--- config.mk ---
export PLATFORM = sky130hd
export DESIGN_NAME = vault_lockout_ctrl
export DESIGN_NICKNAME = d
export VERILOG_FILES = /design/src/rtl/vault_lockout_ctrl.sv
export SDC_FILE = /design/constraint.sdc
export NUM_CORES = 1
export LEC_CHECK = 0
export CAP_MARGIN = 5
export CELL_PAD_IN_SITES_DETAIL_PLACEMENT = 1
export CELL_PAD_IN_SITES_GLOBAL_PLACEMENT = 1
export CORE_MARGIN = 5
export CORE_UTILIZATION = 40
export CTS_BUF_LIST = sky130_fd_sc_hd__clkbuf_8 sky130_fd_sc_hd__clkbuf_16
export DETAILED_ROUTE_END_ITERATION = 16
export PLACE_DENSITY_LB_ADDON = 0.1
export SYNTH_ARGS = -nofsm -noshare
export SYNTH_HDL_FRONTEND = slang
export SYNTH_SLANG_ARGS = --single-unit
--- constraint.sdc ---
create_clock -name clk -period 2.1 [get_ports clk]
set_input_delay 0.63 -clock clk [delete_from_list [all_inputs] [get_ports clk]]
set_output_delay 0.63 -clock clk [all_outputs]
set_load 0.01 [all_outputs]
--- src/rtl/vault_lockout_ctrl.sv ---
// vault_lockout_ctrl: attempt supervisor enforcing lockout, unlock window and alarm after a phase-3 sequence FSM.
// Optional macro VAULT_ALARM_LATCH_EN makes ALARM sticky until admin_clear; otherwise ALARM self-clears.
module vault_lockout_ctrl #(
    parameter int MAX_ATTEMPTS   = 3,
    parameter int CNT_W          = 3,
    parameter int TIMER_W        = 16,
    parameter int LOCKOUT_CYCLES = 1000,
    parameter int UNLOCK_CYCLES  = 500
) (
    input  logic             clk,
    input  logic             reset_n,
    input  logic             phase3_done,
    input  logic             phase3_fail,
    input  logic             admin_clear,
    output logic             phase_reset,
    output logic             unlock,
    output logic             alarm,
    output logic             locked_out,
    output logic [CNT_W-1:0] attempts
);
    typedef enum logic [2:0] {ARMED, LOCKOUT, RESTART, UNLOCKED, ALARM} state_t;
    localparam logic [TIMER_W-1:0] LOCK_T = TIMER_W'(LOCKOUT_CYCLES - 1);
    localparam logic [TIMER_W-1:0] UNL_T  = TIMER_W'(UNLOCK_CYCLES - 1);
    localparam logic [CNT_W-1:0]   MAX_C  = CNT_W'(MAX_ATTEMPTS);
    state_t             state, state_nx;
    logic [TIMER_W-1:0] timer, timer_nx;
    logic [CNT_W-1:0]   attempts_nx, att_inc;
    logic               timer_zero;
    assign att_inc    = (attempts == MAX_C) ? attempts : attempts + CNT_W'(1);
    assign timer_zero = (timer == '0);
    always_comb begin
        state_nx    = state;
        timer_nx    = timer;
        attempts_nx = attempts;
        case (state)
            ARMED: begin
                if (phase3_fail) begin
                    attempts_nx = att_inc;
                    state_nx    = (att_inc == MAX_C) ? ALARM : LOCKOUT;
                    timer_nx    = LOCK_T;
                end else if (phase3_done) begin
                    state_nx    = UNLOCKED;
                    timer_nx    = UNL_T;
                    attempts_nx = '0;
                end else if (admin_clear) begin
                    attempts_nx = '0;
                end
            end
            LOCKOUT: begin
                if (admin_clear) begin
                    state_nx    = RESTART;
                    attempts_nx = '0;
                end else begin
                    state_nx = timer_zero ? RESTART : LOCKOUT;
                    timer_nx = timer_zero ? timer : timer - TIMER_W'(1);
                end
            end
            RESTART: state_nx = ARMED;
            UNLOCKED: begin
                state_nx = timer_zero ? RESTART : UNLOCKED;
                timer_nx = timer_zero ? timer : timer - TIMER_W'(1);
            end
            ALARM: begin
                if (admin_clear) begin
                    state_nx    = RESTART;
                    attempts_nx = '0;
                end
`ifndef VAULT_ALARM_LATCH_EN
                else if (timer_zero) begin
                    state_nx    = RESTART;
                    attempts_nx = '0;
                end else begin
                    timer_nx = timer - TIMER_W'(1);
                end
`endif
            end
            default: state_nx = ARMED;
        endcase
    end
    always_ff @(posedge clk or negedge reset_n) begin
        if (!reset_n) begin
            state    <= ARMED;
            timer    <= '0;
            attempts <= '0;
        end else begin
            state    <= state_nx;
            timer    <= timer_nx;
            attempts <= attempts_nx;
        end
    end
    assign phase_reset = (state == RESTART);
    assign unlock      = (state == UNLOCKED);
    assign alarm       = (state == ALARM);
    assign locked_out  = (state == LOCKOUT) || (state == ALARM);
endmodule

Yosys cells after proc, flatten, opt, wreduce, memory -nomap -nowiden
Cells that the tools add are included.
- mux-type cells: 21
- equality and inequality tests: 9
- add/sub/neg operators: 2
- reductions and logical operators: 9
- operator list (cell ; count):
    16-bit 2-to-1 mux ; 4
    16-bit case mux with 3 select lines ; 1
    3-bit 2-to-1 mux ; 11
    16-bit zero test ; 1
    16-bit by 1-bit subtractor with 16-bit output, second input constant ; 1
    3-bit by 2-bit equality test with 1-bit output, second input constant ; 4
    3-bit case mux with 4 select lines ; 1
    3-bit case mux with 3 select lines ; 1
    3-bit nonzero test ; 2
    2-bit 2-to-1 mux ; 2
    2-bit AND reduction ; 2
    3-bit by 1-bit adder with 3-bit output, second input constant ; 1
    3-bit by 1-bit equality test with 1-bit output, second input constant ; 1
    3-bit equality test, second input constant ; 1
    3-bit zero test ; 1
    3-bit by 2-bit inequality test with 1-bit output, second input constant ; 1
    3-bit inequality test, second input constant ; 1
    3-bit AND reduction ; 1
    2-bit inequality test, second input constant ; 1
    2-bit OR reduction ; 1
    1-bit logical OR ; 1
    1-bit 2-to-1 mux ; 1
- word-level logic and storage cells: 44
- register bits after elaboration: 22

Depth between registers and ports, before layout
- depth after elaboration: 6
- gate-level depth with buffers: 8
- mapped depth without buffers: 7

Worst setup path after synthesis
Ideal clock, no wire load.
- kind: register -> register
- from: reg timer[0]
- to: reg attempts[0]
- path buffers: 0
- clock period less this slack: 2.043 ns
- required time: 1.969 ns
- cell stages (with the launch flop): 8
- arrival time: 1.912 ns
- setup slack: 0.057 ns
- path through: dfrtp_1 inv_1 ha_1 or4b_4 nand4b_4 a311o_1 o21ai_0 o21ai_0
- cells in the longest elaborated chain, start to end: 3
- RTL lines (item ; line ; source):
    from (decl) ; 26 ; logic [TIMER_W-1:0] timer, timer_nx;
    from (signal assigned) ; 87 ; timer <= timer_nx;
    16-bit zero test ; 30 ; assign timer_zero = (timer == '0);
    3-bit by 2-bit inequality test with 1-bit output (no source line) ; -- ;
    2-bit AND reduction (no source line) ; -- ;
    to (signal assigned) ; 88 ; attempts <= attempts_nx;
    to (decl) ; 19 ; output logic [CNT_W-1:0] attempts
Every way passes these cells.
A chain may end at the register's enable or synchronous reset.

Worst setup path after layout
- from: reg timer[1]
- to: reg timer[6]
- cells in the longest elaborated chain, start to end: 4
- RTL lines (item ; line ; source):
    16-bit by 1-bit subtractor with 16-bit output or 16-bit zero test (tied branches) ; -- ;
    16-bit 2-to-1 mux * ; 55, 61, 69 ;
    16-bit 2-to-1 mux ; 64 ; if (admin_clear) begin
    16-bit case mux with 3 select lines * ; 35 ; case (state)
Every way passes the cells marked *; elsewhere a longest branch is shown, timed or not. The select of a mux whose other input is x is not followed.

==> impl_results.md <==
- Post-Route Skew: 12.1 ps
- DRT Pass-1 Iters: 4
- Post-synth EDFFs: 0
- Setup crit end kind: flip-flop
- Clk slew on worst S/H paths: about 90 ps
- Die ar.: a little under 5000 um^2
- Chip width: around 70 um
- Required @ worst endpoint: ~2300 ps
- Total GRT Usage: 0.175
- Vias in the first global route: between 1,000 and 1,500
- DR iter-0 viols: 40
- Slowest-stage cell, CP: or4b_4
- I/O pin count: 12
- Pint: 1.43 mW
- Relative slew slack: 0.678
- Switching part of the total: 0.413
- # port buffers: 11
- Post-Syn Area: between 1000 and 1500 um^2
- CTS tree: built
- #FFs+latches synth: 22
- Max FO, Critical Path: 6
- Final RePlAce weighted congestion: roughly 0.9
- Tcrit/Tclk final: 0.990
- Final setup fails: 0
- Row cnt: 21
- First-pass GRT wire length: between 7000 and 8000 um
- Power per cell area: approximately 1200 nW/um^2
- Overflow left after global routing: 0
- Comb pwr share: 0.591
- Layout Area Growth over Synthesis: 40.8%
- Num CTS Buffers: 3
- Crit path time final: about 2100 ps
- Sw Pwr: about 1 mW
- Slew Limit Fails: 0
- Mean Syn Cell Area: approximately 9.4 um^2
- Clk root buf: clkbuf_8
- Max frequency: approximately 480 MHz
- Layout cell share with drive strength beyond 1: 0.330
- Clock Power Share: 0.164
- Final #Nets: slightly above 200
- Die Y: approximately 70 um
- DP HPWL: 3170 um
- Seq pwr share: 0.246
- Largest stage delay on the critical path: between 500 and 600 ps
- Vias per inst: between 5 and 6
- Core outline area: around 3400 um^2
- Post-synth net total: 160
- Cell Count, Final, Fillers Out: between 200 and 250
- Residual DRC: 0
- Slew @ Worst Pin: roughly 480 ps
- Final setup margin: about 21 ps
- Final hold violations: 0
- Final ANT Viol Nets: 0
- Antenna violations before repair: 0
- Synth unique cells: 46
- Max-capacitance violation count: 0
- Main synth FF type: dfrtp_1
- Routed wire length: approximately 4500 um
- Crit path kind: flip-flop to flip-flop
- Leak: approximately 0.87 nW
- Register area share after synthesis: 0.384
- Initial Util: 0.420
- Yosys warning count: 0
- Insertion delay to the later sink of the worst-skew pair: between 200 and 300 ps
- Setup crit start kind: flip-flop
- Largest net degree at the start of global routing: 23
- Async SR Flop Fraction: 1.00
- Antenna diodes: 0
- CTS max path bufs: 2
- Worst VDD drop: about 0.75 mV
- Wirelength per Cell: around 19 um
- Via count: between 1,000 and 1,500
- Status: completed
- Final TNS setup: 0 ps
- RSZ-0062 raised after global routing: yes
- Post-place setup slack: -344 ps
- Crit path DAT: approximately 2300 ps
- Critical-path cell list: inv_2, ha_1, or4b_4, nand4b_4, a2bb2oi_4, buf_6, and4_1, o21ai_1
- HP Class: flip-flop to flip-flop
- Post-placement cell count: 234
- H-tree depth: 1
- Clock sink total: 22
- Post-Syn Instances: about 150
==> cell usage after synthesis, types with 3 or more instances <==
cell      number  area share
a21oi_1       11       0.038
a31oi_1        5       0.022
and4_1         4       0.024
buf_2          3       0.010
dfrtp_1       22        0.38
ha_1           3       0.026
inv_1          5       0.013
nand2_1       11       0.029
nand2b_1       6       0.026
nand3_1        5       0.017
nand3b_1       3       0.016
nor2_1        10       0.026
nor3_1         3       0.010
nor4_1         5       0.022
o21ai_0       11       0.038
o31ai_1        3       0.016
or4_1          3       0.016
==> kinds of logic after synthesis <==
group / share of synthesized area
flip-flops: 0.384
buffers and inverters: 0.0401
XOR/XNOR: 0.0183
adder cells (fa/ha/maj): 0.0262
AO/OA/AOI/OAI: 0.252
AND/OR/NAND/NOR: 0.272
multiplexers: 0.00698
==> routing by layer <==
metal	global-route usage	part of all wire	vias up
li1	-	-	664
met1	0.227	0.44	706
met2	0.306	0.52	20
met3	0.0330	0.030	4
met4	0.0255	0.0093	0
met5	0	0	-
==> stage by stage <==
step	power, mW	utilization	instance area [um^2]	hold WS, ps
6_report	2.44	0.591	2020	548
5_1_grt	2.59	0.591	2020	585
4_1_cts	2.19	0.550	1880	523
3_5_place_dp	1.80	0.528	1800	501
3_3_place_gp	1.74	0.528	1800	489
2_1_floorplan	1.26	-	1430	334
==> cell usage in the layout, fill, tap and decap left out, types with 3 or more instances in the layout <==
cell             netlist  layout
buf_4                  1      29
dfrtp_1               22      22
nand2_1               11      11
a21oi_1               11       9
nor2_1                10       9
nand2b_1               6       6
o21ai_0               11       6
clkdlybuf4s50_1        0       6
o21ai_1                0       5
nor4_1                 5       4
nand3_1                5       4
and4_1                 4       4
buf_6                  0       4
dlygate4sd2_1          0       4
inv_1                  5       3
nor3_1                 3       3
a31oi_2                0       3
nand3b_1               3       3
o31ai_1                3       3
ha_1                   3       3
clkbuf_8               0       3
==> registers in the layout (all words and copies together) (netlist names) <==
signal,count
timer,16
attempts,3
state,3
==> power groups by stage <==
stage | Sequential (mW) | Combinational [mW] | Clock (mW)
global route | 0.612 | 1.55 | 0.428
global placement | 0.590 | 1.15 | 0
detailed placement | 0.596 | 1.20 | 0
finish | 0.600 | 1.44 | 0.399
floorplan | 0.590 | 0.666 | 0
CTS | 0.589 | 1.20 | 0.403
==> worst max-delay path, delay by kind of cell (launching register included) <==
family          cells  cell delay, ps
compound gates      2             320
fa+ha+maj           1             130
buf+inv             2             220
flops               1             400
simple gates        3             940
==> area by class of cell <==
cell class,instances,area (um^2)
sequential,22,551
inverter,6,27.5
clock buffer,3,41.3
timing repair buffer,44,368
tap,46,57.6
multi-input combinational,118,945
fill,390,1400
clock inverter,1,30.0
==> timing repair <==
action | CTS | global route
hold buffers | 0 | 0
buffers inserted | 0 | 1
pin swaps | 2 | 5
gates cloned | 0 | 1
setup endpoints to repair | 10 | 16
resized for setup | 9 | 29
==> final timing paths <==
path                       depth (start not counted)  slack (ps)      from           to
setup / recovery                                   8          20  timer[1]     timer[6]
hold / removal                                     1         550  state[2]     state[1]
setup reg to reg                                   8          20  timer[1]     timer[6]
hold reg to reg                                    1         550  state[2]     state[1]
max in group asynchronous                          2        1150   reset_n    timer[14]
min in group asynchronous                          2         700   reset_n  attempts[2]
Power figures use the tool's default switching activity.
